$ cat config.mk
export PLATFORM = sky130hd
export DESIGN_NAME = panda_dbus_timer
export DESIGN_NICKNAME = d
export VERILOG_FILES = /design/src/rtl/panda_timer_pkg.sv /design/src/rtl/panda_prescaler.sv /design/src/rtl/panda_dbus_timer.sv
export SDC_FILE = /design/constraint.sdc
export NUM_CORES = 1
export LEC_CHECK = 0
export BUFFER_PORTS_ARGS = -buffer_cell sky130_fd_sc_hd__buf_4
export CAP_MARGIN = 30
export CORE_MARGIN = 3
export CORE_UTILIZATION = 44
export DETAILED_ROUTE_END_ITERATION = 7
export PLACE_DENSITY_LB_ADDON = 0.3
export RECOVER_POWER = 100
export SLEW_MARGIN = 40
export SYNTH_ARGS = -nofsm -noshare
export SYNTH_HDL_FRONTEND = slang
export SYNTH_HIERARCHICAL = 1
export SYNTH_SLANG_ARGS = --single-unit
$ cat constraint.sdc
create_clock -name clk_i -period 4.2 [get_ports clk_i]
set_input_delay 0.21 -clock clk_i [delete_from_list [all_inputs] [get_ports clk_i]]
set_output_delay 0.21 -clock clk_i [all_outputs]
set_load 0.01 [all_outputs]
$ cat src/rtl/panda_timer_pkg.sv
// panda_timer_pkg: register offsets, CTRL layout and byte-lane merge for panda_dbus_timer
package panda_timer_pkg;

    typedef enum logic [2:0] {
        REG_CTRL     = 3'd0,
        REG_STATUS   = 3'd1,
        REG_MTIME_LO = 3'd2,
        REG_MTIME_HI = 3'd3,
        REG_CMP_LO   = 3'd4,
        REG_CMP_HI   = 3'd5,
        REG_PRESCALE = 3'd6
    } reg_offset_e;

    typedef struct packed {
        logic irq_en;
        logic en;
    } ctrl_t;

    localparam logic [63:0] CmpResetVal = '1;

    function automatic logic [31:0] lane_merge(input logic [31:0] old_val, input logic [31:0] wdata,
                                               input logic [3:0] we);
        logic [31:0] r;
        for (int i = 0; i < 4; i++) r[8*i +: 8] = we[i] ? wdata[8*i +: 8] : old_val[8*i +: 8];
        return r;
    endfunction

endpackage

$ cat src/rtl/panda_prescaler.sv
// panda_prescaler: tick generator counting 0..limit_i while enabled, tick_o on the wrap
//   clk_i, rst_i : clock, synchronous active-high reset
//   en_i         : count enable (counter holds when low)
//   clr_i        : restart the count from 0
//   limit_i      : terminal count; 0 gives a tick every enabled cycle
//   tick_o       : high in the cycle the counter wraps
module panda_prescaler #(
    parameter int Width = 16
) (
    input  logic             clk_i,
    input  logic             rst_i,
    input  logic             en_i,
    input  logic             clr_i,
    input  logic [Width-1:0] limit_i,
    output logic             tick_o
);
    logic [Width-1:0] r_cnt;

    assign tick_o = en_i && (r_cnt == limit_i);

    always_ff @(posedge clk_i) begin
        if (rst_i || clr_i) r_cnt <= '0;
        else if (en_i)      r_cnt <= tick_o ? '0 : r_cnt + Width'(1);
    end
endmodule

$ cat src/rtl/panda_dbus_timer.sv
// panda_dbus_timer: data-bus timer with 64-bit MTIME, MTIMECMP, sticky match flag and level irq
//   clk_i, rst_i  : clock, synchronous active-high reset
//   sel_i         : decoder select for this cycle's access
//   data_addr_i   : byte address, word offset in [4:2]
//   data_wdata_i  : write data
//   data_we_i     : per-byte write enables
//   data_rdata_o  : registered read data (read-first), 0 when unselected
//   irq_o         : PENDING & CTRL.irq_en
module panda_dbus_timer
    import panda_timer_pkg::*;
#(
    parameter int          PrescaleWidth = 16,
    parameter logic [63:0] MtimeInit     = 64'h0
) (
    input  logic        clk_i,
    input  logic        rst_i,
    input  logic        sel_i,
    input  logic [31:0] data_addr_i,
    input  logic [31:0] data_wdata_i,
    input  logic [3:0]  data_we_i,
    output logic [31:0] data_rdata_o,
    output logic        irq_o
);
    ctrl_t                    r_ctrl;
    logic                     r_pending;
    logic [63:0]              r_mtime;
    logic [63:0]              r_cmp;
    logic [PrescaleWidth-1:0] r_prescale;
    logic [31:0]              r_rdata;

    logic [2:0]  w_off;
    logic [7:0]  w_hit;
    logic        w_tick;
    logic        w_w1c;
    logic [31:0] w_rd;
    logic [31:0] w_pre32;
    logic        w_unused;

    assign w_off    = data_addr_i[4:2];
    assign w_hit    = (sel_i && |data_we_i) ? 8'(1) << w_off : '0;
    assign w_w1c    = w_hit[REG_STATUS] && data_we_i[0] && data_wdata_i[0];
    assign w_pre32  = 32'(r_prescale);
    assign w_unused = ^{data_addr_i[31:5], data_addr_i[1:0]};

    panda_prescaler #(.Width(PrescaleWidth)) u_prescaler (
        .clk_i   (clk_i),
        .rst_i   (rst_i),
        .en_i    (r_ctrl.en),
        .clr_i   (w_hit[REG_PRESCALE]),
        .limit_i (r_prescale),
        .tick_o  (w_tick)
    );

    always_comb begin
        w_rd = '0;
        case (w_off)
            REG_CTRL:     w_rd = {30'd0, r_ctrl};
            REG_STATUS:   w_rd = {31'd0, r_pending};
            REG_MTIME_LO: w_rd = r_mtime[31:0];
            REG_MTIME_HI: w_rd = r_mtime[63:32];
            REG_CMP_LO:   w_rd = r_cmp[31:0];
            REG_CMP_HI:   w_rd = r_cmp[63:32];
            REG_PRESCALE: w_rd = w_pre32;
            default:      w_rd = '0;
        endcase
    end

    always_ff @(posedge clk_i) begin
        if (rst_i) begin
            r_ctrl     <= '0;
            r_pending  <= 1'b0;
            r_mtime    <= MtimeInit;
            r_cmp      <= CmpResetVal;
            r_prescale <= '0;
            r_rdata    <= '0;
        end else begin
            if (w_hit[REG_CTRL] && data_we_i[0]) r_ctrl <= ctrl_t'(data_wdata_i[1:0]);
            // a still-true compare beats a same-cycle clear
            r_pending  <= (r_mtime >= r_cmp) || (r_pending && !w_w1c);
            // software writes take precedence over the tick increment
            r_mtime    <= w_hit[REG_MTIME_LO] ? {r_mtime[63:32], lane_merge(r_mtime[31:0], data_wdata_i, data_we_i)} :
                          w_hit[REG_MTIME_HI] ? {lane_merge(r_mtime[63:32], data_wdata_i, data_we_i), r_mtime[31:0]} :
                          r_mtime + 64'(w_tick);
            r_cmp      <= w_hit[REG_CMP_LO] ? {r_cmp[63:32], lane_merge(r_cmp[31:0], data_wdata_i, data_we_i)} :
                          w_hit[REG_CMP_HI] ? {lane_merge(r_cmp[63:32], data_wdata_i, data_we_i), r_cmp[31:0]} :
                          r_cmp;
            r_prescale <= w_hit[REG_PRESCALE] ? PrescaleWidth'(lane_merge(w_pre32, data_wdata_i, data_we_i)) :
                          r_prescale;
            r_rdata    <= sel_i ? w_rd : '0;
        end
    end

    assign data_rdata_o = r_rdata;
    assign irq_o        = r_pending & r_ctrl.irq_en;
endmodule

==> results.yml <==
timing:
  worst_pin_slew_ns: 2.25
  hold_viol_final: 0
  slew_violations: 41
  worst_slew_margin_rel_pct: -49.7
  clock_skew_ns: 0.0124
  rsz0062_at_grt: "no"
  fmax_ghz: 0.259
  finalCriticalPeriod_ns: 3.86
  setup_viol: 0
  finalCritPeriodShare_pct: 92.0
  setup_tns_ns: 0
final_layout:
  area_growth_pct: 11.1
  fin_area_sq_mm: 0.0126
  drive_gt1_share_pct: 9.87
  final_cell_count_no_fill: 1758
  fill_cells: 2490
  antennaDiodeCount: 0
  layout.nets: 1553
  utilization_pct: 49.8
grt:
  antenna_found_initial: 0
  busiest_layer: "met2"
  met2_usage_pct: 40.5
  grt_max_degree: 58
  grtUsageMet3_pct: 3.75
  use_met1_pct: 34.2
  grt.overflow.total: 0
  grt_pass1_wl_microns: 56600
  grt_pass1_vias: 10100
  grt.total_usage_pct: 25.2
critical_path:
  r2r_cells: 14
  r2r_start: "u_prescaler/r_cnt[14]$_SDFFE_PP0P_"
  critPathArrivalTime_ns: 4.19
  end_kind: "flop"
  rr_endpoint: "r_mtime[36]$_SDFFE_PP0P_"
  worst-r2r-setup-slack_ns: 0.51
  critPathMaxFanout: 40
  cp-start-kind: "primary input"
  cp.required_ns: 4.52
  cpMaxStageDelayCell: "clkbuf_1"
  max_stage_delay_ns: 1.57
  criticalPathCategory: "in2reg"
  crit_path_cell_trace: "clkbuf_1 > and3b_1 > buf_4 > and2_0 > clkbuf_1 > nor2_1 > a22o_1 > a22oi_1 > nor2_1"
place:
  dpl.hpwl_microns: 25600
  gp_congestion: 0.952
  dpl.cell_count: 1725
  dpl-instance-area_sq_mm: 0.0122
  port_buffers: 74
power:
  p_leak_nw: 5.31
  finalPower_mw: 4.04
  p_per_area_mw_per_mm2: 321
  ir_drop_mv: 0.268
yosys:
  synth_warnings: 6
  synth_adder_area_share_pct: 7.40
  synth_xor_area_share_pct: 2.71
  yosysSeqAreaShare_pct: 34.5
  yosys.area_share.simple_pct: 22.2
  synth_compound_area_share_pct: 23.6
  synth_top_family_by_area: "compound AO/OA/AOI/OAI gates"
  syn_nets: 1502
  ys_ff_latch: 195
  yosys.cell_types.count: 89
  netlist_instances: 1364
  syn_area_per_cell_sq_um: 8.30
  synth-main-ff-cell: "dfxtp_1"
  async_flop_share_pct: 0
  muxShareOfSynthArea_pct: 3.99
  synth-edff-count: 0
  yosys.area.top_type_share_pct: 34.5
  synth_area_leaders: "dfxtp_1 (34%), ha_1 (7.4%), nor2_1 (4.9%)"
  syn_area_sq_mm: 0.0113
  synth_top_area_cell: "dfxtp_1"
hold_path:
  worstHoldStart: "data_wdata_i[26]"
  hold_class: "in2reg"
  holdPathStages: 2
  hold_end: "r_cmp[26]$_SDFFE_PP1P_"
clocking:
  post_cts_resized: 0
  cts_setup_buffers: 0
  cts.sinks: 195
  clock-root-buffer: "clkbuf_16"
  clk_pin_slew_worst_paths_ns: 0.08
  cts_tree: "built"
  clock_latency_ns: 0.45
  clock_path_buffers: 2
  hold_buffers: 1
  cts_max_level: 4
  numCtsBuffers: 17
floorplanning:
  pin_count: 104
  fp-row-count: 58
  core_area_sq_mm: 0.0253
  die_w_microns: 166
  dieArea_sq_mm: 0.0277
  die_h_microns: 166
  initial_core_util_pct: 44.8
drt:
  route.detailed.drc: 0
  wl_per_cell_microns: 20.6
  firstDrtPassIters: 7
  ant_nets: 0
  vias: 11000
  wl_microns: 36100
  vias_per_cell: 6.26
  drtIter0Drc: 1123
flow_run:
  drv_cap: 1
run_status:
  violations: "capacitance limit, slew limit"
  status: "finished with violations"
-- critical path: cells and delay by family --
| family | cells | cell delay (ns) |
|---|---|---|
| simple gates | 4 | 1.25 |
| buf+inv | 3 | 2.35 |
| compound gates | 2 | 0.36 |
-- cells by family (layout without fill, tap and decap cells) --
kind of cell	Yosys count	in the layout
buffers and inverters	150	214
adders and majority gates	67	67
AOI/OAI and AO/OA	380	380
and+or+nand+nor	494	494
DFF	195	195
xor gates and xnor gates	35	35
muxes	43	43
-- how the worst max path moves through the flow --
stage,from,to,slack [ns],cells after the start
floorplan,u_prescaler/r_cnt[2]$_SDFFE_PP0P_,r_mtime[56]$_SDFFE_PP0P_,1.03,12
global placement,u_prescaler/r_cnt[10]$_SDFFE_PP0P_,r_mtime[56]$_SDFFE_PP0P_,0.77,12
detailed placement,u_prescaler/r_cnt[14]$_SDFFE_PP0P_,r_mtime[56]$_SDFFE_PP0P_,0.78,12
CTS,u_prescaler/r_cnt[10]$_SDFFE_PP0P_,r_mtime[56]$_SDFFE_PP0P_,0.75,12
global route,data_addr_i[2],r_mtime[37]$_SDFFE_PP0P_,0.19,9
finish,data_addr_i[2],r_mtime[37]$_SDFFE_PP0P_,0.34,9
-- cell usage after synthesis (all sizes together), types with 7 or more instances --
cell,instances
a221oi,7
o21ai,44
o21a,9
a22o,16
buf,12
nor3,52
nand3,38
o22ai,7
nand2,129
a222oi,14
inv,72
nor2,147
ha,67
nor4,24
a22oi,40
and2,9
mux2i,26
clkbuf,65
a21oi,97
o211ai,41
mux2,17
xor2,25
a211o,29
and3,16
xnor2,10
a211oi,13
a311oi,11
and4,16
dfxtp,195
a21o,7
nand4,29
a31oi,8
nor2b,8
-- registers in the layout, indices dropped and copies added (netlist names) --
name and count:
u_prescaler/r_cnt 16, r_prescale 16, r_mtime 64, r_pending 1, r_cmp 64, data_rdata_o 32, r_ctrl 2
-- report_power, final --
part           switching, mW  internal, mW  leakage, nW
Clock                  0.809         0.917        0.299
Sequential            0.0449          1.89         1.58
Combinational          0.248         0.136         3.43
-- cell usage in the layout, fill, tap and decap left out, types with 21 or more instances in the layout --
cell / instances
a211o_1: 29
a21oi_1: 96
a22oi_1: 40
buf_4: 57
clkbuf_1: 52
dfxtp_1: 195
ha_1: 67
inv_1: 72
mux2i_1: 26
nand2_1: 129
nand3_1: 37
nand4_1: 27
nor2_1: 146
nor3_1: 42
nor4_1: 21
o211ai_1: 41
o21ai_0: 42
xor2_1: 25
-- routing by layer --
layer	share of wire (%)	wire length [microns]	up-vias
li1	-	-	5188
met2	45	16400	483
met1	44	15900	5250
met3	7.0	2520	87
met4	3.8	1360	0
met5	0	0	-
-- through the flow --
stage / setup WS (ns) / hold slack [ns]
3_3_place_gp: 0.775 / 0.449
4_1_cts: 0.750 / 0.00552
2_1_floorplan: 1.03 / 0.328
5_1_grt: 0.186 / 0.00902
6_report: 0.336 / 0.00973
3_5_place_dp: 0.779 / 0.457
-- layout make-up --
type / instances / area (sq um) / area share, %
multi-input combinational: 1019 / 6760 / 53.7
sequential: 195 / 3900 / 31.0
timing repair buffer: 109 / 629 / 5.00
clock buffer: 19 / 443 / 3.52
tap: 330 / 413 / 3.28
inverter: 73 / 274 / 2.18
clock inverter: 13 / 160 / 1.27
Note: power is estimated with default switching activity, not from simulation.
